===== config.mk =====
export PLATFORM = sky130hd
export DESIGN_NAME = fp32_square_iter
export DESIGN_NICKNAME = d
export VERILOG_FILES = /design/src/rtl/fp32_pkg.sv /design/src/rtl/fp32_round_pack.sv /design/src/rtl/fp32_square_iter.sv
export SDC_FILE = /design/constraint.sdc
export NUM_CORES = 1
export LEC_CHECK = 0
export BUFFER_PORTS_ARGS = -buffer_cell sky130_fd_sc_hd__buf_2
export CAP_MARGIN = 20
export CORE_MARGIN = 1.5
export CORE_UTILIZATION = 38
export CTS_CLUSTER_SIZE = 8
export DETAILED_ROUTE_END_ITERATION = 16
export GPL_TIMING_DRIVEN = 0
export HOLD_SLACK_MARGIN = 0.03
export PLACE_DENSITY = 0.54
export SETUP_SLACK_MARGIN = 0.1
export SLEW_MARGIN = 20
export SYNTH_ARGS = -nofsm -noshare
export SYNTH_HDL_FRONTEND = slang
export SYNTH_SLANG_ARGS = --single-unit
export TNS_END_PERCENT = 10

===== constraint.sdc =====
create_clock -name clk -period 4.6 [get_ports clk]
set_input_delay 0.92 -clock clk [delete_from_list [all_inputs] [get_ports clk]]
set_output_delay 0.92 -clock clk [all_outputs]
set_load 0.02 [all_outputs]

===== src/rtl/fp32_pkg.sv =====
// Shared fp32 format constants, flag bundle and squarer FSM states.
// Imported by the squarer and the round/pack stage.
package fp32_pkg;

  localparam int EXP_W  = 8;
  localparam int FRAC_W = 23;
  localparam int BIAS   = 127;

  localparam logic [31:0] FP32_QNAN = 32'h7FC0_0000;
  localparam logic [31:0] FP32_PINF = 32'h7F80_0000;

  typedef struct packed {
    logic invalid;
    logic overflow;
    logic underflow;
  } fp32_flags_t;

  typedef enum logic [1:0] {
    IDLE,
    MUL,
    ROUND,
    DONE
  } sq_state_t;

endpackage


===== src/rtl/fp32_round_pack.sv =====
// Normalize a 48-bit mantissa product, round to nearest even
// and pack an fp32 result with overflow / flush-to-zero handling.
module fp32_round_pack
  import fp32_pkg::*;
(
  input  logic [47:0]      prod,
  input  logic [EXP_W-1:0] exp_in,
  output logic [31:0]      y,
  output fp32_flags_t      flags
);

  logic              norm;
  logic              guard;
  logic              sticky;
  logic              inc;
  logic              carry;
  logic [FRAC_W-1:0] frac_raw;
  logic [FRAC_W-1:0] frac;
  logic [FRAC_W:0]   frac_sum;
  logic signed [9:0] exp_w;

  always_comb begin
    norm = prod[47];
    if (norm) begin
      frac_raw = prod[46:24];
      guard    = prod[23];
      sticky   = |prod[22:0];
    end else begin
      frac_raw = prod[45:23];
      guard    = prod[22];
      sticky   = |prod[21:0];
    end
    inc      = guard & (frac_raw[0] | sticky);
    frac_sum = {1'b0, frac_raw} + {{FRAC_W{1'b0}}, inc};
    carry    = frac_sum[FRAC_W];
    frac     = frac_sum[FRAC_W-1:0];
    // Doubled exponent of a square, one bias removed
    exp_w = {1'b0, exp_in, 1'b0} - 10'(BIAS)
          + {9'd0, norm} + {9'd0, carry};
    y     = '0;
    flags = '0;
    if (exp_w >= 10'sd255) begin
      y              = FP32_PINF;
      flags.overflow = 1'b1;
    end else if (exp_w <= 10'sd0) begin
      flags.underflow = 1'b1;
    end else begin
      y = {1'b0, exp_w[7:0], frac};
    end
  end

endmodule


===== src/rtl/fp32_square_iter.sv =====
// Multi-cycle fp32 squarer: radix-2 shift-add mantissa product,
// RNE rounding, valid/ready handshakes on both sides.
module fp32_square_iter
  import fp32_pkg::*;
(
  input  logic        clk,
  input  logic        rst_n,
  input  logic        in_valid,
  output logic        in_ready,
  input  logic [31:0] in_a,
  output logic        out_valid,
  input  logic        out_ready,
  output logic [31:0] out_y,
  output fp32_flags_t out_flags
);

  sq_state_t         state;
  logic [4:0]        cnt;
  logic [47:0]       acc;
  logic [23:0]       mcand;
  logic [23:0]       mplier;
  logic [EXP_W-1:0]  exp_q;

  logic [EXP_W-1:0]  a_exp;
  logic [FRAC_W-1:0] a_frac;
  logic              is_nan;
  logic              is_inf;
  logic              is_zero;
  logic              is_sub;
  logic              special;
  logic [31:0]       spec_y;
  fp32_flags_t       spec_flags;
  logic [31:0]       rnd_y;
  fp32_flags_t       rnd_flags;

  assign in_ready = (state == IDLE);
  assign a_exp    = in_a[30:23];
  assign a_frac   = in_a[22:0];
  assign is_nan   = (a_exp == '1) && (a_frac != '0);
  assign is_inf   = (a_exp == '1) && (a_frac == '0);
  assign is_zero  = (a_exp == '0) && (a_frac == '0);
  assign is_sub   = (a_exp == '0) && (a_frac != '0);

  // Subnormals square below 2^-252, so they flush to zero
  always_comb begin
    special    = 1'b0;
    spec_y     = '0;
    spec_flags = '0;
    unique case (1'b1)
      is_nan: begin
        special            = 1'b1;
        spec_y             = FP32_QNAN;
        spec_flags.invalid = 1'b1;
      end
      is_inf: begin
        special = 1'b1;
        spec_y  = FP32_PINF;
      end
      is_zero: special = 1'b1;
      is_sub: begin
        special              = 1'b1;
        spec_flags.underflow = 1'b1;
      end
      default: special = 1'b0;
    endcase
  end

  fp32_round_pack u_round (
    .prod   (acc),
    .exp_in (exp_q),
    .y      (rnd_y),
    .flags  (rnd_flags)
  );

  always_ff @(posedge clk or negedge rst_n) begin
    if (!rst_n) begin
      state     <= IDLE;
      out_valid <= 1'b0;
      out_y     <= '0;
      out_flags <= '0;
      cnt       <= '0;
      acc       <= '0;
      mcand     <= '0;
      mplier    <= '0;
      exp_q     <= '0;
    end else begin
      unique case (state)
        IDLE: begin
          if (in_valid) begin
            exp_q  <= a_exp;
            mcand  <= {1'b1, a_frac};
            mplier <= {1'b1, a_frac};
            cnt    <= '0;
            acc    <= '0;
            if (special) begin
              out_y     <= spec_y;
              out_flags <= spec_flags;
              out_valid <= 1'b1;
              state     <= DONE;
            end else begin
              state <= MUL;
            end
          end
        end
        MUL: begin
          if (mplier[0])
            acc <= acc + ({24'd0, mcand} << cnt);
          mplier <= mplier >> 1;
          cnt    <= cnt + 5'd1;
          if (cnt == 5'd23)
            state <= ROUND;
        end
        ROUND: begin
          out_y     <= rnd_y;
          out_flags <= rnd_flags;
          out_valid <= 1'b1;
          state     <= DONE;
        end
        DONE: begin
          if (out_ready) begin
            out_valid <= 1'b0;
            state     <= IDLE;
          end
        end
        default: state <= IDLE;
      endcase
    end
  end

endmodule

==> results of run 1 <==
==> registers in the layout, summed over array words and instances, names as in the netlist <==
name	flops
exp_q	8
acc	48
mplier	24
out_y	31
mcand	24
out_valid	1
cnt	5
out_flags	3
state	2
==> metal layers <==
layer | wire length, µm | up-vias | part of all wire (%)
met1 | 15800 | 4801 | 48
li1 | - | 4906 | -
met3 | 1360 | 38 | 4.1
met2 | 15200 | 267 | 46
met4 | 667 | 0 | 2.0
met5 | 0 | - | 0
==> how the worst min path moves through the flow <==
stage | slack (ps) | cells past startpoint | end
floorplan | 450 | 2 | mplier[10]
global placement | 460 | 1 | out_flags[2]
detailed placement | 460 | 2 | out_y[19]
CTS | 440 | 1 | out_y[26]
global route | 440 | 1 | out_y[29]
finish | 410 | 1 | out_y[29]
==> cell usage after synthesis, drive strengths merged, types with 3 or more instances <==
| cell type | count |
|---|---|
| or2 | 7 |
| a31oi | 11 |
| mux4 | 10 |
| and2 | 9 |
| a22o | 28 |
| o31ai | 6 |
| and3 | 10 |
| nor4 | 15 |
| o21ai | 131 |
| nor2 | 91 |
| o21a | 7 |
| mux2 | 46 |
| or3 | 9 |
| o31a | 3 |
| nand2 | 174 |
| nand4 | 22 |
| dfrtp | 146 |
| a21oi | 85 |
| mux2i | 59 |
| ha | 55 |
| clkbuf | 65 |
| o22ai | 14 |
| xnor2 | 29 |
| inv | 26 |
| a211o | 5 |
| nand3 | 50 |
| xor2 | 44 |
| a211oi | 11 |
| nand2b | 13 |
| o41ai | 3 |
| a32o | 5 |
| buf | 16 |
| o211ai | 7 |
| o21bai | 5 |
| a21o | 23 |
| nor2b | 12 |
| nor3 | 11 |
==> placed cells by master (no fill, tap or decap), types with 6 or more instances in the layout <==
master     count
o31ai_1        6
clkbuf_1      47
xor2_1        44
o21ai_0      117
ha_1          47
nor2_1        90
mux4_2        10
buf_2         76
a211oi_1      11
or3_1          8
and2_1         8
nor4_1        14
xnor2_1       29
buf_4         10
nand2b_1      13
nand3_1       50
mux2i_1       54
nor3_1         8
inv_6          7
or2_2          7
o21a_1         7
o22ai_1       14
a31oi_1        9
nand2_1      172
and3_1        10
a21o_1        23
o21ai_1       10
ha_2           7
clkbuf_8       6
a21oi_1       80
nor2b_1       12
nand4_1       22
clkbuf_2       7
dfrtp_1      145
mux2_2        46
clkbuf_16     17
o211ai_1       6
a22o_1        28
inv_1         26
==> cell type report <==
type | count | area (µm²) | share of cell area, %
plain buffers | 77 | 400 | 3.11
clock buffers | 17 | 425 | 3.31
clock inverters | 14 | 138 | 1.07
inverters | 28 | 109 | 0.847
multi-input cells | 1041 | 7170 | 55.8
flip-flops and latches | 146 | 3650 | 28.4
well taps | 384 | 480 | 3.74
repair buffers | 81 | 475 | 3.70
==> power by group <==
group,switching [mW],total (mW),internal (mW)
sequential,0.353,2.03,1.68
clock,0.653,1.37,0.716
combinational,3.21,5.23,2.03
total,4.21,8.63,4.42
==> cell families (layout without fill, tap and decap cells) <==
| kind of cell | Yosys count | after routing | share of synthesized area (%) |
|---|---|---|---|
| simple gates | 434 | 434 | 18.2 |
| flops | 146 | 146 | 32.9 |
| compound gates | 362 | 362 | 20.4 |
| buf+inv | 110 | 217 | 4.38 |
| fa+ha+maj | 56 | 56 | 6.37 |
| mux | 115 | 115 | 12.0 |
| xor+xnor | 73 | 73 | 5.75 |
| other cells | 1 | 1 | 0.0337 |
==> timing repair <==
item / 4_1_cts / 5_1_grt
cloned: 0 / 0
setup buffers: 1 / 9
setup endpoints to repair: 30 / 53
gates resized for setup: 20 / 55
pin swaps: 1 / 9
==> out/metrics.cfg, run 1 <==
[cts]
htree_levels = 4
cts_buffers = 17
cts_root_buf = clkbuf_16
cts.clk_slew.worst_paths_ps = 70
clock_path_buffers = 2
postCtsHoldBufs = 0
clock_latency_ps = 430
cts_tree = built
cts.sinks = 146

[placement]
place_inst = 1752
port_buffers = 70
gp_congestion = 0.949
post-place-ws_ps = -777
post-dp-hpwl_mm = 25.4
place_area_um2 = 12000

[global_routing]
track_usage_pct = 21.7
grt_pass1_wl_mm = 52.2
met3_usage_pct = 3.22
grt_pass1_vias = 9403
gr-usage-met2_pct = 34.3
busiest_layer = met2
antenna_found_initial = 0
use_met1_pct = 30.7
overflow = 0
grt_max_degree = 84

[setup_path]
worstReg2RegStart = cnt[0]
crit_cells = 21
cp_slowest_cell = dfrtp_1
setup.reg_to_reg.worst_slack_ps = 130
critPathTopFamily = compound AO/OA/AOI/OAI gates
worst_ep_required_time_ps = 4880
critPathMaxFanout = 10
worstSetupPathType = flop to flop
slowest_delay_ps = 400
cp_data_arrival_time_ps = 4750
reg2reg_depth = 21
worstPathCellList = buf_6 -> buf_6 -> clkbuf_8 -> mux2i_2 -> a21oi_1 -> mux2i_1 -> buf_4 -> nand2_1 -> o21ai_0 -> o22ai_1 -> ha_2 -> a21oi_1 -> nor2_1 -> a211oi_1 -> o31ai_1 -> a21oi_4 -> buf_12 -> o211ai_4 -> a31oi_1 -> xor2_1 -> o21ai_0
crit_path_start = cnt[0]
r2r_end = acc[46]
endpoint_kind = flop
crit_path_start_kind = flop
endpoint = acc[46]
critPathBufInv = 5

[synthesis]
syn_area_um2 = 11100
synth-seq-cells = 146
async_flop_share_pct = 100
synth_nets = 1389
synth-edff-count = 0
synth_top_area_share_pct = 32.9
yosysWarnings = 0
synth_area_leaders = dfrtp_1 33%, ha_1 6.2%, nand2_1 5.8%
synth_flop_cell = dfrtp_1
syn_area_per_cell_um2 = 8.57
synth_top_area_cell = dfrtp_1
synth_cell_types = 75
synth_cells = 1297
seq_area_frac_synth_pct = 32.9

[routing]
avgRoutedWirePerCell_um = 18.5
drt_wl_total_mm = 33.0
drt_pre_antenna_iters = 9
ant_nets = 0
drt_iter0_drc = 671
drc = 0
vias_per_cell = 5.60
vias = 10012

[power]
fin_total_pwr_mw = 8.63
power_density_nw_per_um2 = 672
ir_worst_vdd_v = 0.000286
leakage_nw = 5.57

[cells_and_area]
layoutNonFillerInstCount = 1788
antenna_cells = 0
fillers = 2879
fin_nets = 1484
stdcell_area_um2 = 12900
fin_util_pct = 44.7
drive_gt1_share_pct = 17.7
area_delta_synth_final_pct = 15.7

[sta]
worst_clock_skew_ps = 10.9
setup-tns-final_ps = 0
rsz0062_at_grt = true
post-route-period-util_pct = 97.2
period_minus_slack_ps = 4470
finalSetupViolCount = 0
hold_slack_ps = 415
hold_viol = 0
worst_pin_slew_ps = 789
slew_headroom_pct = 47.4
final_max_slew_viol_count = 0
fin_ws_ps = 127
max_freq_ghz = 0.224

[floorplanning]
ios = 73
initial_core_util_pct = 38.6
die_y_um = 174
fp.dieW_um = 174
die_area_um2 = 30300
fp-row-count = 62
core_area_um2 = 28800

[outcome]
outcome = complete, no violations

[min_path]
hold_path.class = input pin to asynchronous set/reset pin

[job]
maxCapViolCount = 0

(Power assumes the default switching activity.)
==> inputs of run 2 (changes only) <==
--- a/config.mk
+++ b/config.mk
@@ -5,6 +5,7 @@
 export SDC_FILE = /design/constraint.sdc
 export NUM_CORES = 1
 export LEC_CHECK = 0
+export ABC_AREA = 1
 export BUFFER_PORTS_ARGS = -buffer_cell sky130_fd_sc_hd__buf_2
 export CAP_MARGIN = 20
 export CORE_MARGIN = 1.5
==> run 2 against run 1 <==
Effect of this change:
- sequential share of layout area fell by 3.2 points
- worst setup slack improved by 350 ps
- global-route usage rose by 4.1 points
- largest power group unchanged
==> out/metrics.cfg, run 2 <==
[routing]
ant_nets = 0  ; unchanged
avgRoutedWirePerCell_um = 16.7  ; -9.5%
vias_per_cell = 5.05  ; -9.8%
vias = 13566  ; +35%
drt_iter0_drc = 1086  ; +62%
drt_wl_total_mm = 44.9  ; +36%
drc = 0  ; unchanged
drt_pre_antenna_iters = 6  ; -3

[synthesis]
synthMuxAreaShare_pct = 1.38  ; -11 points
async_flop_share_pct = 100  ; unchanged
synth_top_area_share_pct = 28.2  ; -4.7 points
synth_commonest_cells = 754 x nand2_1, 305 x inv_1, 200 x nor2_1
synth_cell_types = 47  ; -37%
synth.most_common_cell = nand2_1
syn_area_um2 = 13000  ; +17%
synth_area_leaders = dfrtp_1 28%, nand2_1 22%, inv_1 8.8%
synth_fa_ha_area_share_pct = 5.47  ; -0.91 points
syn_area_per_cell_um2 = 6.07  ; -29%
seq_area_frac_synth_pct = 28.2  ; -4.7 points
synth_xor_xnor_area_share_pct = 0.541  ; -5.2 points
yosysWarnings = 0  ; unchanged
synth_nets = 2226  ; +60%
synth_flop_cell = dfrtp_1
synth_top_family_by_area = simple AND/OR/NAND/NOR gates
synth-seq-cells = 146  ; unchanged
synth-edff-count = 0  ; unchanged
synth_top_area_cell = dfrtp_1
synth-simple-area-share_pct = 41.2  ; +23 points
synth_compound_area_share_pct = 11.6  ; -8.7 points
synth_cells = 2134  ; +65%

[global_routing]
use_met1_pct = 34.3  ; +3.6 points
track_usage_pct = 25.8  ; +4.1 points
grt_pass1_vias = 12850  ; +37%
overflow = 0  ; unchanged
gr-usage-met2_pct = 42.9  ; +8.5 points
grt_max_degree = 92  ; +9.5%
busiest_layer = met2
grt_pass1_wl_mm = 70.6  ; +35%
met3_usage_pct = 3.93  ; +0.72 points
antenna_found_initial = 0  ; unchanged

[sta]
hold_slack_ps = 375  ; -39.1 ps
final_max_slew_viol_count = 0  ; unchanged
fin_ws_ps = 473  ; +345 ps
setup-tns-final_ps = 0  ; unchanged
slew_headroom_pct = 42.2  ; -5.3 points
finalSetupViolCount = 0  ; unchanged
worst_pin_slew_ps = 868  ; +79.0 ps
hold_viol = 0  ; unchanged
post-route-period-util_pct = 89.7  ; -7.5 points
max_freq_ghz = 0.242  ; +8.4%
period_minus_slack_ps = 4130  ; -345 ps
rsz0062_at_grt = false
worst_clock_skew_ps = 15.3  ; +4.40 ps

[cts]
clock_latency_ps = 460  ; +30 ps
cts.sinks = 146  ; unchanged
cts_buffers = 17  ; unchanged
ctsResizeCount = 0  ; -100%
cts_root_buf = clkbuf_16
htree_levels = 4  ; unchanged
cts.clk_slew.worst_paths_ps = 80  ; about the same
postCtsHoldBufs = 0  ; unchanged
post_cts_buffers = 0  ; -1
cts_tree = built
clock_path_buffers = 2  ; unchanged

[power]
power_density_nw_per_um2 = 705  ; +5.0%
ir_worst_vdd_v = 0.000407  ; +42%
leakage_nw = 7.74  ; +39%

[cells_and_area]
multi_input_area_um2 = 7810  ; +8.8%
area_delta_synth_final_pct = 11.9
antenna_cells = 0  ; unchanged
drive_gt1_share_pct = 9.03  ; -8.7 points
largest_register = acc
largest_register_ffs = 48  ; unchanged
fillers = 3795  ; +32%
seqCellArea_um2 = 3650  ; about the same
fin_util_pct = 43.3  ; -1.4 points
fin_nets = 2316  ; +56%
final_common_cell = nand2_1
final_cell_mix = 754 x nand2_1, 305 x inv_1, 200 x nor2_1
top_regs = acc (48), out_y (31)

[setup_path]
crit_path_frequent_cell = nand2_1
critPathTopFamily = simple AND/OR/NAND/NOR gates
worst_ep_required_time_ps = 4930  ; +50 ps
cp_slowest_cell = o21ai_0
worstPathCellList = clkbuf_2 -> inv_2 -> buf_4 -> o21ai_0 -> o21ai_0 -> nand2_1 -> o21ai_0 -> o21ai_0 -> nor2_1 -> ha_1 -> nand2_1 -> nor2_1 -> nand3_1 -> nand3b_1 -> nand2_1 -> nand2_1 -> nand2_1 -> nand2_1 -> nand2_1 -> nand3_1 -> nand2_1
cp_data_arrival_time_ps = 4460  ; -290 ps
endpoint_kind = flop
slowest_delay_ps = 410  ; about the same
worstSetupPathType = flop to flop
critPathMaxFanout = 10  ; unchanged
critPathBufInv = 3  ; -2
crit_path_start_kind = flop

[floorplanning]
fp.dieW_um = 188  ; +7.8%
ios = 73  ; unchanged
die_y_um = 188  ; +7.8%
initial_core_util_pct = 38.6  ; about the same
die_area_um2 = 35200  ; +16%
fp-row-count = 67  ; +8.1%
core_area_um2 = 33500  ; +17%

[placement]
gp_congestion = 0.962  ; +1.4%
post-dp-hpwl_mm = 36.9  ; +45%
post-place-ws_ps = 561  ; +1340 ps
port_buffers = 70  ; unchanged

[outcome]
outcome = complete, no violations

[job]
maxCapViolCount = 0  ; unchanged

[min_path]
hold_path.class = input pin to asynchronous set/reset pin

-- run 2: cell count changes in the layout (fill, tap and decap cells not counted), moves of 24 or more --
cell / before / now
a21oi_1: 80 / 55
a22o_1: 28 / 0
inv_1: 26 / 305
mux2_2: 46 / 7
mux2i_1: 54 / 10
nand2_1: 172 / 754
nand3_1: 50 / 138
nand4_1: 22 / 46
nor2_1: 90 / 200
xnor2_1: 29 / 2
xor2_1: 44 / 6
-- run 2: cells by family (layout without fill, tap and decap cells) --
logic type                 Yosys count  count (layout)
AOI/OAI and AO/OA                  277             277
xor gates and xnor gates             8               8
adders and majority gates           56              56
buffers and inverters              382             485
DFF                                146             146
muxes                               17              17
other                                1               1
and+or+nand+nor                   1247            1247
-- run 2: through the flow --
step	cell area, µm²	instances	power [mW]
2_1_floorplan	13000	2134	6.62
3_3_place_gp	13900	2652	8.66
3_5_place_dp	13900	2653	8.69
4_1_cts	14500	2685	10.2
5_1_grt	14500	2685	11.1
6_report	14500	2685	10.2
-- run 2: area by class of cell --
class                           count  area share (%)
Buffer                             66            2.15
Clock buffer                       19            3.12
Clock inverter                     13            1.01
Inverter                          316            8.18
Multi-Input combinational cell   1606            53.8
Sequential cell                   146            25.2
Tap cell                          448            3.86
Timing Repair Buffer               71            2.67
-- run 2: worst paths after layout --
check | startpoint | to | slack [ps] | depth (start not counted)
max in group asynchronous | rst_n | exp_q[2] | 3350 | 2
min reg2reg | out_y[13] | out_y[13] | 470 | 2
max | cnt[0] | acc[34] | 470 | 21
min | rst_n | acc[15] | 380 | 1
max reg2reg | cnt[0] | acc[34] | 470 | 21
min in group clk | out_y[13] | out_y[13] | 470 | 2
-- run 2: per-layer routing --
metal | vias up | wire (µm)
li1 | 6975 | -
met1 | 6234 | 21000
met2 | 303 | 20700
met3 | 54 | 2130
met4 | 0 | 1100
met5 | - | 0
-- run 2: power breakdown --
part / internal, mW / switching [mW]
Sequential: 1.73 / 0.327
Clock: 0.838 / 0.644
Combinational: 1.98 / 4.70
Total: 4.56 / 5.67
